**src/rtl/tile_game.sv**
```systemverilog
// rtl/tile_game.sv - memory tile-matching game core
// Ten hidden tiles in five colour pairs, selected two at a time by PS/2 make codes.
module tile_game #(
  parameter int REVEAL_CYCLES = 16
) (
  input  logic       CLOCK_50,
  input  logic       reset,
  input  logic [7:0] ps2_key_data,
  input  logic       ps2_key_pressed,
  output logic [9:0] LEDR,
  output logic [6:0] HEX0,
  output logic [6:0] HEX1,
  output logic [6:0] HEX2,
  output logic [6:0] HEX3,
  output logic [6:0] HEX4,
  output logic [6:0] HEX5,
  output logic [3:0] gameModeState,
  output logic [2:0] inGameState
);

  typedef enum logic [1:0] {M_TITLE = 2'd0, M_PLAY = 2'd1, M_WIN = 2'd2} mode_e;
  typedef enum logic [1:0] {S_SEL1 = 2'd0, S_SEL2 = 2'd1, S_CHECK = 2'd2, S_SHOW = 2'd3} play_e;

  localparam int CW = $clog2(REVEAL_CYCLES + 1);
  localparam logic [3:0] NO_TILE = 4'hF;

  mode_e         mode_q, mode_d;
  play_e         play_q, play_d;
  logic [9:0]    matched_q, matched_d;
  logic [3:0]    sel1_q, sel1_d, sel2_q, sel2_d;
  logic [2:0]    pairs_q, pairs_d;
  logic [6:0]    attempts_q, attempts_d;
  logic [CW-1:0] cnt_q, cnt_d;
  logic          key_q;

  logic       accept, key_is_tile, key_enter, key_matched;
  logic [3:0] key_tile;
  logic       show1, show2;

  function automatic logic [2:0] colour(input logic [3:0] t);
    case (t)
      4'd0, 4'd7: colour = 3'd1;
      4'd1, 4'd4: colour = 3'd2;
      4'd2, 4'd6: colour = 3'd3;
      4'd3, 4'd5: colour = 3'd4;
      4'd8, 4'd9: colour = 3'd5;
      default:    colour = 3'd0;
    endcase
  endfunction

  // One-hot of a tile index; NO_TILE shifts out to zero.
  function automatic logic [9:0] onehot(input logic [3:0] t);
    onehot = 10'b1 << t;
  endfunction

  function automatic logic [6:0] seg(input logic [3:0] d);
    case (d)
      4'd0: seg = 7'h40;
      4'd1: seg = 7'h79;
      4'd2: seg = 7'h24;
      4'd3: seg = 7'h30;
      4'd4: seg = 7'h19;
      4'd5: seg = 7'h12;
      4'd6: seg = 7'h02;
      4'd7: seg = 7'h78;
      4'd8: seg = 7'h00;
      4'd9: seg = 7'h10;
      default: seg = 7'h7F;
    endcase
  endfunction

  always_comb begin
    key_tile    = NO_TILE;
    key_is_tile = 1'b1;
    case (ps2_key_data)
      8'h16: key_tile = 4'd0;
      8'h1E: key_tile = 4'd1;
      8'h26: key_tile = 4'd2;
      8'h25: key_tile = 4'd3;
      8'h15: key_tile = 4'd4;
      8'h1D: key_tile = 4'd5;
      8'h24: key_tile = 4'd6;
      8'h2D: key_tile = 4'd7;
      8'h1C: key_tile = 4'd8;
      8'h1B: key_tile = 4'd9;
      default: key_is_tile = 1'b0;
    endcase
  end

  assign accept      = ps2_key_pressed & ~key_q;
  assign key_enter   = (ps2_key_data == 8'h5A);
  assign key_matched = |(matched_q & onehot(key_tile));

  always_comb begin
    mode_d     = mode_q;
    play_d     = play_q;
    matched_d  = matched_q;
    sel1_d     = sel1_q;
    sel2_d     = sel2_q;
    pairs_d    = pairs_q;
    attempts_d = attempts_q;
    cnt_d      = cnt_q;
    case (mode_q)
      M_PLAY: begin
        case (play_q)
          S_SEL1: if (accept && key_is_tile && !key_matched) begin
            sel1_d = key_tile;
            play_d = S_SEL2;
          end
          S_SEL2: if (accept && key_is_tile && !key_matched && key_tile != sel1_q) begin
            sel2_d     = key_tile;
            attempts_d = (attempts_q == 7'd99) ? attempts_q : attempts_q + 7'd1;
            play_d     = S_CHECK;
          end
          S_CHECK: if (colour(sel1_q) == colour(sel2_q)) begin
            matched_d = matched_q | onehot(sel1_q) | onehot(sel2_q);
            pairs_d   = pairs_q + 3'd1;
            sel1_d    = NO_TILE;
            sel2_d    = NO_TILE;
            play_d    = S_SEL1;
            if (pairs_q == 3'd4) mode_d = M_WIN;
          end else begin
            cnt_d  = CW'(REVEAL_CYCLES);
            play_d = S_SHOW;
          end
          default: if (cnt_q <= CW'(1)) begin
            cnt_d  = '0;
            sel1_d = NO_TILE;
            sel2_d = NO_TILE;
            play_d = S_SEL1;
          end else begin
            cnt_d = cnt_q - CW'(1);
          end
        endcase
      end
      default: if (accept && key_enter) begin
        mode_d     = M_PLAY;
        play_d     = S_SEL1;
        matched_d  = '0;
        pairs_d    = '0;
        attempts_d = '0;
        sel1_d     = NO_TILE;
        sel2_d     = NO_TILE;
      end
    endcase
  end

  always_ff @(posedge CLOCK_50 or posedge reset) begin
    if (reset) begin
      mode_q     <= M_TITLE;
      play_q     <= S_SEL1;
      matched_q  <= '0;
      sel1_q     <= NO_TILE;
      sel2_q     <= NO_TILE;
      pairs_q    <= '0;
      attempts_q <= '0;
      cnt_q      <= '0;
      key_q      <= 1'b0;
    end else begin
      mode_q     <= mode_d;
      play_q     <= play_d;
      matched_q  <= matched_d;
      sel1_q     <= sel1_d;
      sel2_q     <= sel2_d;
      pairs_q    <= pairs_d;
      attempts_q <= attempts_d;
      cnt_q      <= cnt_d;
      key_q      <= ps2_key_pressed;
    end
  end

  assign show1 = (mode_q == M_PLAY) && (play_q != S_SEL1);
  assign show2 = (mode_q == M_PLAY) && (play_q == S_CHECK || play_q == S_SHOW);

  assign gameModeState = {2'b00, mode_q};
  assign inGameState   = (mode_q == M_PLAY) ? {1'b0, play_q} : 3'd0;
  assign LEDR = (mode_q == M_WIN) ? 10'h3FF :
                matched_q | (show1 ? onehot(sel1_q) : 10'h0) | (show2 ? onehot(sel2_q) : 10'h0);

  assign HEX0 = seg(4'(attempts_q % 7'd10));
  assign HEX1 = seg(4'(attempts_q / 7'd10));
  assign HEX2 = seg({1'b0, pairs_q});
  assign HEX3 = show1 ? seg({1'b0, colour(sel1_q)}) : 7'h7F;
  assign HEX4 = show2 ? seg({1'b0, colour(sel2_q)}) : 7'h7F;
  assign HEX5 = seg({2'b00, mode_q});

endmodule

```
**config.mk**
```make
export PLATFORM = sky130hd
export DESIGN_NAME = tile_game
export DESIGN_NICKNAME = d
export VERILOG_FILES = /design/src/rtl/tile_game.sv
export SDC_FILE = /design/constraint.sdc
export NUM_CORES = 1
export LEC_CHECK = 0
export CAP_MARGIN = 20
export CORE_AREA = 8 8 95 97
export CTS_CLUSTER_DIAMETER = 200
export DETAILED_ROUTE_END_ITERATION = 8
export DIE_AREA = 0 0 103 105
export GPL_TIMING_DRIVEN = 0
export PLACE_DENSITY_LB_ADDON = 0.12
export SLEW_MARGIN = 20
export SYNTH_ARGS = -nofsm -noshare
export SYNTH_HDL_FRONTEND = slang
export SYNTH_SLANG_ARGS = --single-unit
```
**constraint.sdc**
```tcl
create_clock -name CLOCK_50 -period 6.2 [get_ports CLOCK_50]
set_input_delay 0.62 -clock CLOCK_50 [delete_from_list [all_inputs] [get_ports CLOCK_50]]
set_output_delay 0.62 -clock CLOCK_50 [all_outputs]
set_load 0.05 [all_outputs]
```
Yosys cells after proc, flatten, opt, wreduce, memory -nomap -nowiden
Memories as Yosys holds them, arrays and structs flattened.
Index checks and enable logic that the tools add are counted.
- magnitude comparators: 1
- bitwise operators: 8
- shifts and indexed selects: 3
- muxes and demuxes: 50
- add/sub/neg operators: 3
- equality and inequality tests: 36
- reductions and logical operators: 22
- divide/modulo/power cells: 2
- operators by type and width (operator ; count):
    $mux 10 ; 7
    $mux 7 ; 7
    $eq 8x5->1 const B ; 6
    $or 10x10->10 ; 4
    $pmux 4 s10 ; 1
    $eq 8x6->1 const B ; 4
    $shl 1x4->10 const A ; 3
    $mux 4 ; 7
    $pmux 7 s4 ; 1
    $mux 2 ; 12
    $mux 3 ; 8
    $pmux 4 s3 ; 2
    $reduce_or 10->1 ; 2
    $ne 2x2->1 const B ; 7
    $reduce_and 4->1 ; 3
    $and 10x10->10 ; 1
    $mux 5 ; 2
    $pmux 5 s2 ; 1
    $reduce_and 5->1 ; 2
    $ne 3x3->1 const B ; 3
    $eq 2x2->1 const B ; 4
    $eq 8x7->1 const B ; 1
    $ne 4x2->1 const B ; 2
    $add 7x1->7 const B ; 1
    23 further kinds ; 34
- register bits: 38
- output and inout bits: 59
- memories kept: 9
- bits of input ports: 11
- word-level logic and storage cells: 143
- ROM bits: 584
- memory list (name ; depth ; bits a word ; rd ports ; clocked after memory_dff ; wr ports ; line ; RTL):
    (no name shown) ; 16 ; 7 ; 1 ; 0 ; 0 ; 57 ; case (d)
    (no name shown) ; 16 ; 7 ; 1 ; 0 ; 0 ; 57 ;
    (no name shown) ; 8 ; 7 ; 1 ; 0 ; 0 ; 57 ;
    (no name shown) ; 8 ; 7 ; 1 ; 0 ; 0 ; 57 ;
    (no name shown) ; 8 ; 7 ; 1 ; 0 ; 0 ; 57 ;
    (no name shown) ; 16 ; 3 ; 1 ; 0 ; 0 ; 41 ; case (t)
    3 more memories ; n/a ; n/a ; n/a ; n/a ; n/a ; n/a ;

Depth between registers and ports, before layout
- word-level depth: 11
- depth in mapped cells: 14

Worst setup path before layout
No wires, ideal clock.
- path kind: register to output
- start point: register attempts_q[3]
- end point: output HEX0[5]
- buffers on the path: 1
- data arrival time: 3.887 ns
- stages on the path, launching flop included: 14
- setup slack: 1.693 ns
- data required time: 5.580 ns
- cells stage by stage: dfrtp_1 clkbuf_1 nor4b_1 a211oi_1 a31oi_2 xnor2_1 ha_1 nor4_1 and3b_1 xnor2_1 inv_1 ha_1 or2_2 a31oi_1
- word-level cells in the longest chain between the ends: 2
- ends and longest elaborated chain (what ; line ; RTL):
    start: declaration ; 32 ; logic [6:0] attempts_q, attempts_d;
    start signal: assignment ; 166 ; attempts_q <= attempts_d;
    $mod 7x4->7 ; 180 ; assign HEX0 = seg(4'(attempts_q % 7'd10));
    $mem_v2 16x7 ; n/a ;
    end: declaration ; 11 ; output logic [6:0] HEX0,
No other way between the ends.

Worst setup path after layout
- start point: register attempts_q[2]
- end point: output HEX0[5]
Same word-level chain as after synthesis.

==> metrics.txt <==
highest clock rate 0.182 GHz; adder-cell share of the synthesized area 12.9%; Crit Path Category reg2out; Worst EP arrival 4880 ps; Final Power 0.850 mW; DP HPWL 8990 microns; routed wire length per instance 16.0 microns; share of cells above drive strength 1 10.5%; Relative slew margins 46.9%; # Post-CTS Setup Buffers 0; overall routing resource usage 21.1%; most common cell after layout, fill and taps aside clkdlybuf4s50_1; VDD IR max 0.104 mV; min Tclk post-route 5500 ps; EDFF count, synth 0; Site Rows 32; gr ovfl total 0; Fin Clk Skew 4.27 ps; post-synthesis sequential area ratio 22.1%; crit-path max FO 12; Port Buffers 65; Synth top area share 17.3%; die area 0.0108 sq mm; Post-CTS Resized 0; Synth Cell Area 0.00435 sq mm; critical path depth 14; CTS hold repair buffers 0; accumulated negative setup slack 0 ps; slew at the pin closest to its max-slew limit 796 ps; largest cells by area after synthesis dfrtp_1 17%, ha_1 13%, nor2_1 5.1%; crit share post-route 88.8%; Worst Hold Class reg2reg; main flop type after synthesis dfrtp_1; total detailed-routing wirelength 11,600 microns; H-tree depth 2; Clock Sinks 38; largest net degree at the start of global routing 33; CTS tree done; simple-gate area share of the yosys netlist 24.8%; pins over their slew limit 0; proportion of synthesized area in mux cells 4.32%; status complete, no violations; CTS Buf Count 5; CP delay by family, top buffers and inverters; Reg area 961 sq um; Yosys top cell by area dfrtp_1; Die Ht 105 microns; Cells after Synth 545; pwr/cell area 161 mW/mm^2; Residual DRC 0; # setup viols final 0; root buffer cell clkbuf_8; ANT cells 0; XOR/XNOR Fraction of Synth Area 3.02%; cell area after layout 0.00528 sq mm; Synth warnings 0; CP cell instances clkbuf_1, o21ai_0, a21oi_1, a31oi_2, xnor2_1, ha_1, nor4_1, and3b_1, xnor2_1, inv_1, ha_1, or2_2, a31oi_1, clkdlybuf4s50_1; Hold Fails Final Rpt 0; sum of buffers and inverters on the critical path 3; hold path cells 2; Clock Latency Late Sink 300 ps; unrepaired setup endpoints after global routing no; number of synthesized register bits 38; first-pass GRT wire length 19,200 microns; r2r worst-path depth 11; die span in x 103 microns; Avg Cell Area, Syn 7.98 sq um; nets 676; Initial Utilization 57.7%; CTS max path bufs 2; Initial DRT Pass Iterations 5; max incr delay on CP 830 ps; main combinational cell family by area after synthesis compound AO/OA/AOI/OAI gates; post-synthesis cell type count 80; async set-reset flop share out of synthesis 100%; DR iter-0 viols 185; post-placement cell area 0.00516 sq mm; worst path required time 5580 ps; Post-DRT Antenna Nets 0; fillers 653; most frequent cells in the layout 65 x clkdlybuf4s50_1, 59 x nor2_1, 52 x nand2_1; clock slew at reported path FFs 80 ps; # IOs 70; vias per cell 6.00; Layout area overhead 21.4%; vias in the first global route 4,251; antenna violations before repair 0; complex-gate fraction of the synthesized area 26.1%; area of the multi-input gates 0.00311 sq mm; max-cap violation count 0; Vias 4,342; startpoint types register; routability cong. 0.875; crit end category output port; Crit-path slowest cell clkdlybuf4s50_1; Static Leak 2.12 nW; Core Box Area 0.00753 sq mm
-- report_power, final --
| group | internal (mW) | switching (mW) |
|---|---|---|
| clock network | 0.131 | 0.0940 |
| registers | 0.264 | 0.0148 |
| logic | 0.123 | 0.223 |
| total | 0.518 | 0.332 |
-- worst min-delay path, cell delays in order (launching register included) --
cell and delay, ps:
dfrtp_1 370, nand2_1 50, o31ai_1 60
-- path summary, 6_finish.rpt --
check                                          startpoint                        to  slack [ps]
worst max-delay path            attempts_q[2]$_DFFE_PP0P_                   HEX0[5]         700
worst min-delay path                 cnt_q[1]$_DFFE_PP0P_      cnt_q[1]$_DFFE_PP0P_         520
worst max register to register      sel1_q[0]$_DFFE_PP1P_  matched_q[7]$_DFFE_PP0P_        2710
worst min register to register       cnt_q[1]$_DFFE_PP0P_      cnt_q[1]$_DFFE_PP0P_         520
max in group asynchronous                           reset     sel1_q[3]$_DFFE_PP1P_        5180
min in group asynchronous                           reset           key_q$_DFF_PP0_         540
-- logic make-up (layout without fill, tap and decap cells) --
kind of cell    count (synthesis)  after routing
compound gates                154            154
flops                          38             38
other cells                     1              4
buf+inv                        68            142
simple gates                  206            206
fa+ha+maj                      45             45
mux                            18             18
xor+xnor                       15             15
-- cell usage after synthesis, types with 12 or more instances --
master     n
nor2b_1   13
a21oi_1   35
clkbuf_1  14
mux2i_1   12
dfrtp_1   30
nor2_1    59
nand2_1   52
o21ai_0   31
inv_1     37
ha_1      44
nand2b_1  12
xnor2_1   13
nor3_1    12
-- layer usage --
metal / up-vias / wire length [microns] / share of wire (%) / track usage [%]
li1: 2097 / - / - / -
met1: 2107 / 4970 / 43 / 25.3
met2: 122 / 5810 / 50 / 38.1
met3: 16 / 680 / 5.9 / 2.65
met4: 0 / 149 / 1.3 / 5.58
met5: - / 0 / 0 / 0
-- metrics by stage --
step	setup slack [ps]	utilization [%]	hold slack [ps]	cells
floorplan	1690	-	464	548
global placement	1160	68.2	483	715
detailed placement	1050	68.6	501	716
CTS	709	70.1	517	724
global route	380	70.1	548	724
finish	695	70.1	516	724
-- cell type report --
| class | instances | area share, % |
|---|---|---|
| Buffer | 30 | 2.80 |
| Clock buffer | 7 | 1.64 |
| Clock inverter | 1 | 0.569 |
| Inverter | 38 | 2.70 |
| Multi-Input combinational cell | 442 | 59.0 |
| Sequential cell | 38 | 18.2 |
| Tap cell | 102 | 2.42 |
| Timing Repair Buffer | 66 | 12.7 |
-- sequential cells by signal, summed over array words and instances (netlist names) --
register	flops
matched_q	10
cnt_q	5
pairs_q	3
play_q	2
sel2_q	4
attempts_q	7
mode_q	2
sel1_q	4
key_q	1
No activity file was read; power rests on OpenSTA's default activity.
